**src/rtl/spi_reg_ctrl.sv**
```systemverilog
// ---------------------------------------------------------------------------
// spi_reg_ctrl
//
// Purpose:
//   Register-access front end for an SPI slave byte engine. The first byte of
//   a frame is a command {rd_nwr, addr[6:0]}. On a write, the following bytes
//   go to consecutive registers. On a read, the following byte slots return
//   consecutive registers. The address increments modulo 128.
//   While the command byte shifts, the master receives the STATUS byte.
//
// Optional feature (macro SPI_REG_CTRL_WPROT_EN):
//   Adds an internal write-protect lock bit at address 7'h7F.
//   - Writing 8'h5A to 7'h7F clears the lock. Writing any other value sets it.
//   - While the lock is set, reg_we is suppressed.
//   - reg_we is never asserted for 7'h7F.
//   - A read of 7'h7F returns {7'b0, lock} and does not assert reg_re.
//   Without the macro, 7'h7F is an ordinary external register.
//
// Ports:
//   clk        in   sole clock, rising edge
//   rst        in   synchronous active-high reset
//   spi_start  in   one-cycle pulse when the master selects (starts a frame)
//   spi_done   in   one-cycle pulse when a byte has been shifted
//   spi_select in   synchronized chip-select level, active high
//   spi_dout   in   [7:0] byte received from the master (valid with spi_done)
//   spi_din    out  [7:0] next byte to send to the master
//   reg_addr   out  [6:0] register address
//   reg_wdata  out  [7:0] register write data
//   reg_we     out  one-cycle write strobe
//   reg_re     out  one-cycle read strobe; reg_rdata is valid one cycle later
//   reg_rdata  in   [7:0] register read data
//   frame_err  out  one-cycle pulse when a frame aborts inside its command byte
//
// Timing notes:
//   A read strobe is issued in the cycle after spi_done. spi_din is loaded two
//   clock edges after the edge that sampled spi_done.
//   A write strobe is issued in the cycle after spi_done, and reg_addr advances
//   on the following edge. Consecutive spi_done pulses are assumed to be at
//   least two cycles apart, which a byte engine always satisfies.
// ---------------------------------------------------------------------------
module spi_reg_ctrl #(
    parameter logic [7:0] STATUS = 8'hA5
) (
    input  logic       clk,
    input  logic       rst,
    input  logic       spi_start,
    input  logic       spi_done,
    input  logic       spi_select,
    input  logic [7:0] spi_dout,
    output logic [7:0] spi_din,
    output logic [6:0] reg_addr,
    output logic [7:0] reg_wdata,
    output logic       reg_we,
    output logic       reg_re,
    input  logic [7:0] reg_rdata,
    output logic       frame_err
);

    localparam logic [1:0] ST_IDLE = 2'd0;
    localparam logic [1:0] ST_CMD  = 2'd1;
    localparam logic [1:0] ST_WR   = 2'd2;
    localparam logic [1:0] ST_RD   = 2'd3;

    logic [1:0] r_state;
    logic [7:0] r_spi_din;
    logic [6:0] r_reg_addr;
    logic [7:0] r_reg_wdata;
    logic       r_reg_we;
    logic       r_reg_re;
    logic       r_frame_err;
    logic       r_rd_s1;     // read issued on the previous edge
    logic       r_rd_s2;     // read data is available for loading on this edge
    logic       r_wr_inc;    // a write strobe is out; advance the address next

    logic       w_done_cmd;
    logic       w_done_rd;
    logic       w_done_wr;
    logic       w_rd_issue;
    logic       w_abort;
    logic       w_we_allow;
    logic       w_rd_lock_addr;
    logic [7:0] w_rd_data;

    // spi_start takes priority over a coincident spi_done. spi_done is
    // ignored in IDLE because no state term matches.
    assign w_done_cmd = spi_done && !spi_start && (r_state == ST_CMD);
    assign w_done_rd  = spi_done && !spi_start && (r_state == ST_RD);
    assign w_done_wr  = spi_done && !spi_start && (r_state == ST_WR);
    assign w_rd_issue = (w_done_cmd && spi_dout[7]) || w_done_rd;
    assign w_abort    = !spi_start && !spi_select && (r_state != ST_IDLE);

`ifdef SPI_REG_CTRL_WPROT_EN
    localparam logic [6:0] LOCK_ADDR  = 7'h7F;
    localparam logic [7:0] UNLOCK_KEY = 8'h5A;

    logic       r_lock;
    logic       r_rd_lk_s1;
    logic       r_rd_lk_s2;
    logic [6:0] w_rd_addr;

    // Address that the read being issued on this edge will target.
    assign w_rd_addr      = w_done_cmd ? spi_dout[6:0] : (r_reg_addr + 7'd1);
    assign w_rd_lock_addr = w_rd_issue && (w_rd_addr == LOCK_ADDR);
    assign w_we_allow     = (r_reg_addr != LOCK_ADDR) && !r_lock;
    assign w_rd_data      = r_rd_lk_s2 ? {7'b0000000, r_lock} : reg_rdata;

    // Lock bit and the internal-read pipeline that tracks reads of the lock.
    // The lock survives spi_start; only reset or a write to LOCK_ADDR changes it.
    always_ff @(posedge clk) begin
        if (rst) begin
            r_lock     <= 1'b1;
            r_rd_lk_s1 <= 1'b0;
            r_rd_lk_s2 <= 1'b0;
        end else begin
            if (spi_start) begin
                r_rd_lk_s1 <= 1'b0;
                r_rd_lk_s2 <= 1'b0;
            end else begin
                r_rd_lk_s1 <= w_rd_lock_addr;
                r_rd_lk_s2 <= r_rd_lk_s1;
            end
            if (w_done_wr && (r_reg_addr == LOCK_ADDR)) begin
                r_lock <= (spi_dout != UNLOCK_KEY);
            end else begin
                r_lock <= r_lock;
            end
        end
    end
`else
    assign w_rd_lock_addr = 1'b0;
    assign w_we_allow     = 1'b1;
    assign w_rd_data      = reg_rdata;
`endif

    // Frame FSM, address counter, strobe generation and the spi_din byte.
    always_ff @(posedge clk) begin
        if (rst) begin
            r_state     <= ST_IDLE;
            r_spi_din   <= 8'h00;
            r_reg_addr  <= 7'h00;
            r_reg_wdata <= 8'h00;
            r_reg_we    <= 1'b0;
            r_reg_re    <= 1'b0;
            r_frame_err <= 1'b0;
            r_rd_s1     <= 1'b0;
            r_rd_s2     <= 1'b0;
            r_wr_inc    <= 1'b0;
        end else begin
            r_reg_we    <= 1'b0;
            r_reg_re    <= 1'b0;
            r_frame_err <= 1'b0;
            if (spi_start) begin
                // A new frame discards any in-flight work from the old one.
                r_state   <= ST_CMD;
                r_spi_din <= STATUS;
                r_rd_s1   <= 1'b0;
                r_rd_s2   <= 1'b0;
                r_wr_inc  <= 1'b0;
            end else begin
                r_rd_s1  <= w_rd_issue;
                r_rd_s2  <= r_rd_s1;
                r_wr_inc <= w_done_wr;
                r_reg_re <= w_rd_issue && !w_rd_lock_addr;

                if (r_rd_s2) begin
                    r_spi_din <= w_rd_data;
                end else if (w_done_cmd && !spi_dout[7]) begin
                    r_spi_din <= 8'h00;
                end else begin
                    r_spi_din <= r_spi_din;
                end

                // Reads pre-increment, so the strobe carries the new address.
                // Writes post-increment, after the strobe has gone out.
                if (w_done_cmd) begin
                    r_reg_addr <= spi_dout[6:0];
                end else if (w_done_rd || r_wr_inc) begin
                    r_reg_addr <= r_reg_addr + 7'd1;
                end else begin
                    r_reg_addr <= r_reg_addr;
                end

                if (w_done_wr) begin
                    r_reg_wdata <= spi_dout;
                    r_reg_we    <= w_we_allow;
                end else begin
                    r_reg_wdata <= r_reg_wdata;
                end

                // Deselect always wins the next state. Strobes from a
                // coincident byte still go out once.
                if (w_abort) begin
                    r_state     <= ST_IDLE;
                    r_frame_err <= (r_state == ST_CMD) && !spi_done;
                end else if (w_done_cmd) begin
                    r_state <= spi_dout[7] ? ST_RD : ST_WR;
                end else begin
                    r_state <= r_state;
                end
            end
        end
    end

    assign spi_din   = r_spi_din;
    assign reg_addr  = r_reg_addr;
    assign reg_wdata = r_reg_wdata;
    assign reg_we    = r_reg_we;
    assign reg_re    = r_reg_re;
    assign frame_err = r_frame_err;

endmodule

```
**config.mk**
```make
export PLATFORM = sky130hd
export DESIGN_NAME = spi_reg_ctrl
export DESIGN_NICKNAME = d
export VERILOG_FILES = /design/src/rtl/spi_reg_ctrl.sv
export SDC_FILE = /design/constraint.sdc
export NUM_CORES = 1
export LEC_CHECK = 0
export ABC_CLOCK_PERIOD_IN_PS = 1500
export CAP_MARGIN = 20
export CORE_ASPECT_RATIO = 1.25
export CORE_UTILIZATION = 42
export DETAILED_ROUTE_END_ITERATION = 16
export PLACE_DENSITY_LB_ADDON = 0.2
export SLEW_MARGIN = 20
export SYNTH_ARGS = -nofsm -noshare
export SYNTH_HDL_FRONTEND = slang
export SYNTH_SLANG_ARGS = --single-unit
```
**constraint.sdc**
```tcl
create_clock -name clk -period 1.5 [get_ports clk]
set_input_delay 0.3 -clock clk [delete_from_list [all_inputs] [get_ports clk]]
set_output_delay 0.3 -clock clk [all_outputs]
set_load 0.01 [all_outputs]
```
# [After elaboration in Yosys (flattened, before gate mapping)]
# Index checks and enable logic that the tools add are counted.
[op_classes] addsub=1 eq_ne=3 muxes=10 bitwise_logic=2 reduce_logical=25
[op_table] operator="8-bit 2-to-1 mux" count=3
[op_table] operator="7-bit 2-to-1 mux" count=2
[op_table] operator="1-bit logical AND" count=9
[op_table] operator="7-bit by 1-bit adder with 7-bit output, second input constant" count=1
[op_table] operator="2-bit nonzero test" count=3
[op_table] operator="3-bit nonzero test" count=2
[op_table] operator="3-bit OR reduction" count=2
[op_table] operator="1-bit 2-to-1 mux" count=5
[op_table] operator="2-bit equality test, second input constant" count=2
[op_table] operator="1-bit zero test" count=4
[op_table] operator="2-bit AND reduction" count=2
[op_table] operator="2-bit by 1-bit equality test with 1-bit output, second input constant" count=1
[op_table] operator="1-bit logical OR" count=2
[op_table] operator="1-bit inverter" count=2
[op_table] operator="2-bit OR reduction" count=1
[totals] register_bits=30 in_bits=21 out_inout_bits=26

# [Logic depth before layout (Yosys ltp)]
[logic_depth] ltp_word=7 mapped_depth=6 ltp_nobuf=5

# [Worst setup path after synthesis]
# No wires, ideal clock.
[synth_path] kind="input-to-reg" from="input port spi_start" to="register r_reg_addr[5], in the netlist reg_addr[5]" setup_ps=117 arrival_time_ps=1223 t_required_ps=1383 setup_slack_ps=159 path_stages=5 path_buffers=2 cell_sequence="buf_6 and4bb_4 buf_8 o21ai_1 a32o_1"
[synth_via] elab_chain_cells=6 elab_cells_between_ends=9
[synth_lines] element="start: declaration" line_no="46" source="input logic spi_start,"
[synth_lines] element="1-bit zero test" line_no="86, 87"
[synth_lines] element="1-bit logical AND" line_no="86, 87"
[synth_lines] element="1-bit logical AND" line_no="87" source="assign w_done_rd = spi_done && !spi_start && (r_state == ST_RD);"
[synth_lines] element="1-bit logical OR" line_no="177" source="end else if (w_done_rd || r_wr_inc) begin"
[synth_lines] element="2-bit nonzero test (no line)"
[synth_lines] element="2-bit AND reduction (no line)"
[synth_lines] element="end signal: assignment" line_no="176" source="r_reg_addr <= spi_dout[6:0];"
[synth_lines] element="end signal: assignment" line_no="178" source="r_reg_addr <= r_reg_addr + 7'd1;"
[synth_lines] element="end signal: assignment" line_no="180" source="r_reg_addr <= r_reg_addr;"
[synth_lines] element="end: declaration" line_no="66" source="logic [6:0] r_reg_addr;"
# Parallel ways exist; a longest one is shown, timed or not.
# A chain may end at the register's enable or synchronous reset.

# [Final worst setup path]
[layout_path] from="register r_frame_err, in the netlist frame_err" to="output port frame_err"
[layout_lines] element="start: declaration" line_no="70" source="logic r_frame_err;"
[layout_lines] element="start signal: assignment" line_no="194" source="r_frame_err <= (r_state == ST_CMD) && !spi_done;"
[layout_lines] element="end: declaration" line_no="56" source="output logic frame_err"
# No word-level cell between the ends.

==> key figures <==
Status
  • Status: completed

Floorplanning
  • Starting Density: 0.447
  • Die Y: 62.0 µm
  • # rows: 21
  • Die Area: 0.00310 mm²
  • I/O pins: 47
  • Die width: 50.0 µm
  • Core area: 0.00271 mm²

Route
  • Total number of vias: 1237
  • DRT Wirelength: 3200 µm
  • Wirelength per Cell: 13.5 µm
  • DRC: 0
  • DRT iter0 DRCs: 43
  • Vias per inst: 5.24
  • Pre-antenna DRT Iters: 5
  • Detail Route Antenna Nets: 0

Placement
  • Inst Count DP: 225
  • DP Area: 0.00176 mm²
  • PortBufs: 46
  • Final HPWL DP: 2360 µm
  • GP Congestion: 0.866

GRT
  • Largest net degree at the start of global routing: 13
  • Overflow after GRT: 0
  • Initial antenna violation count: 0
  • Total Routing Usage GR: 0.217
  • First-pass GRT wire length: 4930 µm
  • Number of global-route vias before repair: 1149

Worst setup path
  • CP required: 1.20 ns
  • CP max stage cell: clkdlybuf4s50_1
  • FF-to-FF End: reg_addr[0]$_SDFFE_PP0P_
  • Crit path buf inv count: 1
  • Critical Path Start Type: register
  • Cell chain of the critical path: clkdlybuf4s50_1
  • Worst r2r path cells: 4
  • Worst setup path category: reg2out
  • Crit path to: frame_err
  • Maximum fanout along the worst path: 1
  • Data arrival time of the critical path: 1.15 ns
  • Critical Path Sink Type: output pin
  • WP depth: 1
  • Setup slack, reg-to-reg: 0.10 ns
  • CP max stage delay: 0.52 ns
  • Worst r2r src: r_state[1]$_SDFFE_PP0P_
  • CP Launch Point: frame_err$_SDFF_PP0_
  • Top delay family on crit path: buffers and inverters

Synthesis
  • #FFs+latches synth: 29
  • Mapped Cells: 139
  • Ys flop type: dfxtp_1
  • Number of distinct library cells after synthesis: 36
  • Syn Area/Cell: 8.70 µm²
  • Mapped Area: 0.00121 mm²
  • Yosys warnings: 0
  • Sequential area share after synthesis: 0.480
  • Fraction of registers with async set or reset after synthesis: 0
  • Post-synth EDFFs: 0
  • Ranking of synthesized cells by area: dfxtp_1 48%, nand2_1 6.8%, a21oi_1 6.2%
  • Yosys top cell area share: 0.480
  • Syn Nets: 161
  • Post-synth top area cell: dfxtp_1
  • Count leader, synth: dfxtp_1
  • Synth top cells by count: 29 x dfxtp_1, 22 x nand2_1, 20 x nor2_1

Clocking
  • Insertion delay to the later sink of the worst-skew pair: 0.33 ns
  • Total CTS buffers: 5
  • Clk buf depth: 2
  • Root cell of the clock tree: clkbuf_4
  • TritonCTS clock tree: yes
  • Clk slew on worst S/H paths: 0.08 ns
  • Total clock sinks: 29
  • H-tree depth: 2
  • CTS Hold Bufs: 0

Power
  • Leakage power total: 0.829 nW
  • Worst VDD drop: 0.000614 V
  • PwrDens: 776 mW/mm²

STA
  • Achievable frequency: 690 MHz
  • RSZ-0062 raised after global routing: false
  • Max-slew violations: 0
  • Share of the clock period used by the worst path: 0.966
  • Final hold vios: 0
  • Final clock skew: 0.0109 ns
  • Max_slew headroom: 0.760
  • Slew @ Worst Pin: 0.360 ns
  • Post-route minimum period: 1.45 ns
  • # setup viols final: 0

Final layout
  • Share of cells above drive strength 1: 0.173
  • Syn-to-layout area delta: 51.9%
  • Final Non-Filler Cells: 236
  • NumNets Final: 223
  • Design Area, Final: 0.00184 mm²
  • Inserted Diodes: 0
  • Fill cells: 239

Run
  • Max Cap Viol: 0

Worst hold path
  • HP Class: in2reg
  • Worst hold path cell count: 4
power breakdown:
group	internal [W]	leakage (nW)	switching (W)
Combinational	0.000105	0.559	0.0000754
Sequential	0.000785	0.238	0.0000140
Clock	0.000178	0.0320	0.000268
Total	0.00107	0.829	0.000357
worst min path at each step:
stage | from | to
after floorplan | spi_done | frame_err$_SDFF_PP0_
after global placement | r_rd_s1$_SDFF_PP0_ | r_rd_s2$_SDFF_PP0_
after detailed placement | r_rd_s1$_SDFF_PP0_ | r_rd_s2$_SDFF_PP0_
after CTS | r_rd_s1$_SDFF_PP0_ | r_rd_s2$_SDFF_PP0_
after global routing | spi_start | r_state[0]$_SDFFE_PP0P_
final | spi_start | r_state[0]$_SDFFE_PP0P_
sequential cells by signal, indices dropped and copies added, names as in the netlist:
register	cells
frame_err	1
r_rd_s1	1
r_rd_s2	1
r_state	2
reg_addr	7
reg_wdata	8
reg_we	1
spi_din	8
repair_timing:
action / 4_1_cts / 5_1_grt
buffers inserted: 0 / 3
endpoints found under the setup margin: 22 / 7
pin swaps: 0 / 1
gates cloned: 0 / 0
resized for setup: 27 / 8
layer usage:
layer | up-vias | track usage | share of wire
met1 | 572 | 0.243 | 0.41
met4 | 0 | 0.0980 | 0.012
li1 | 613 | - | -
met3 | 5 | 0.0584 | 0.054
met5 | - | 0 | 0
met2 | 47 | 0.389 | 0.52
cells by family after synthesis:
kind of cell	after synthesis	synth area share
AOI/OAI and AO/OA	36	0.213
xor gates and xnor gates	1	0.00724
and+or+nand+nor	60	0.236
buffers and inverters	12	0.0538
adders and majority gates	1	0.0103
DFF	29	0.480
final cells by class:
cell class	count	area [µm²]	share of cell area
Multi-Input combinational cell	98	569	0.310
Sequential cell	29	587	0.319
Tap cell	34	42.5	0.0231
Inverter	5	18.8	0.0102
Clock buffer	6	41.3	0.0225
Timing Repair Buffer	62	569	0.310
Clock inverter	2	10.0	0.00545
layout by cell type (no fill, tap or decap), drive strengths merged, types with 6 or more instances in the layout:
master and n:
nand2 22, dlygate4sd2 22, dfxtp 29, clkdlybuf4s50 19, clkbuf 6, a21oi 16
buf 16, nor2 20
through the flow:
step	util	worst slack [ns]	hold WS, ns	power [W]	TNS, ns
finish	0.679	0.0509	0.374	0.00143	0
global route	0.679	0.00708	0.385	0.00149	0
CTS	0.663	0.000583	0.443	0.00143	0
detailed placement	0.652	-0.271	0.428	0.000997	-5.47
global placement	0.652	-0.222	0.431	0.000992	-4.31
floorplan	-	0.159	0.376	0.000883	0
No activity file was read; power rests on OpenSTA's default activity.
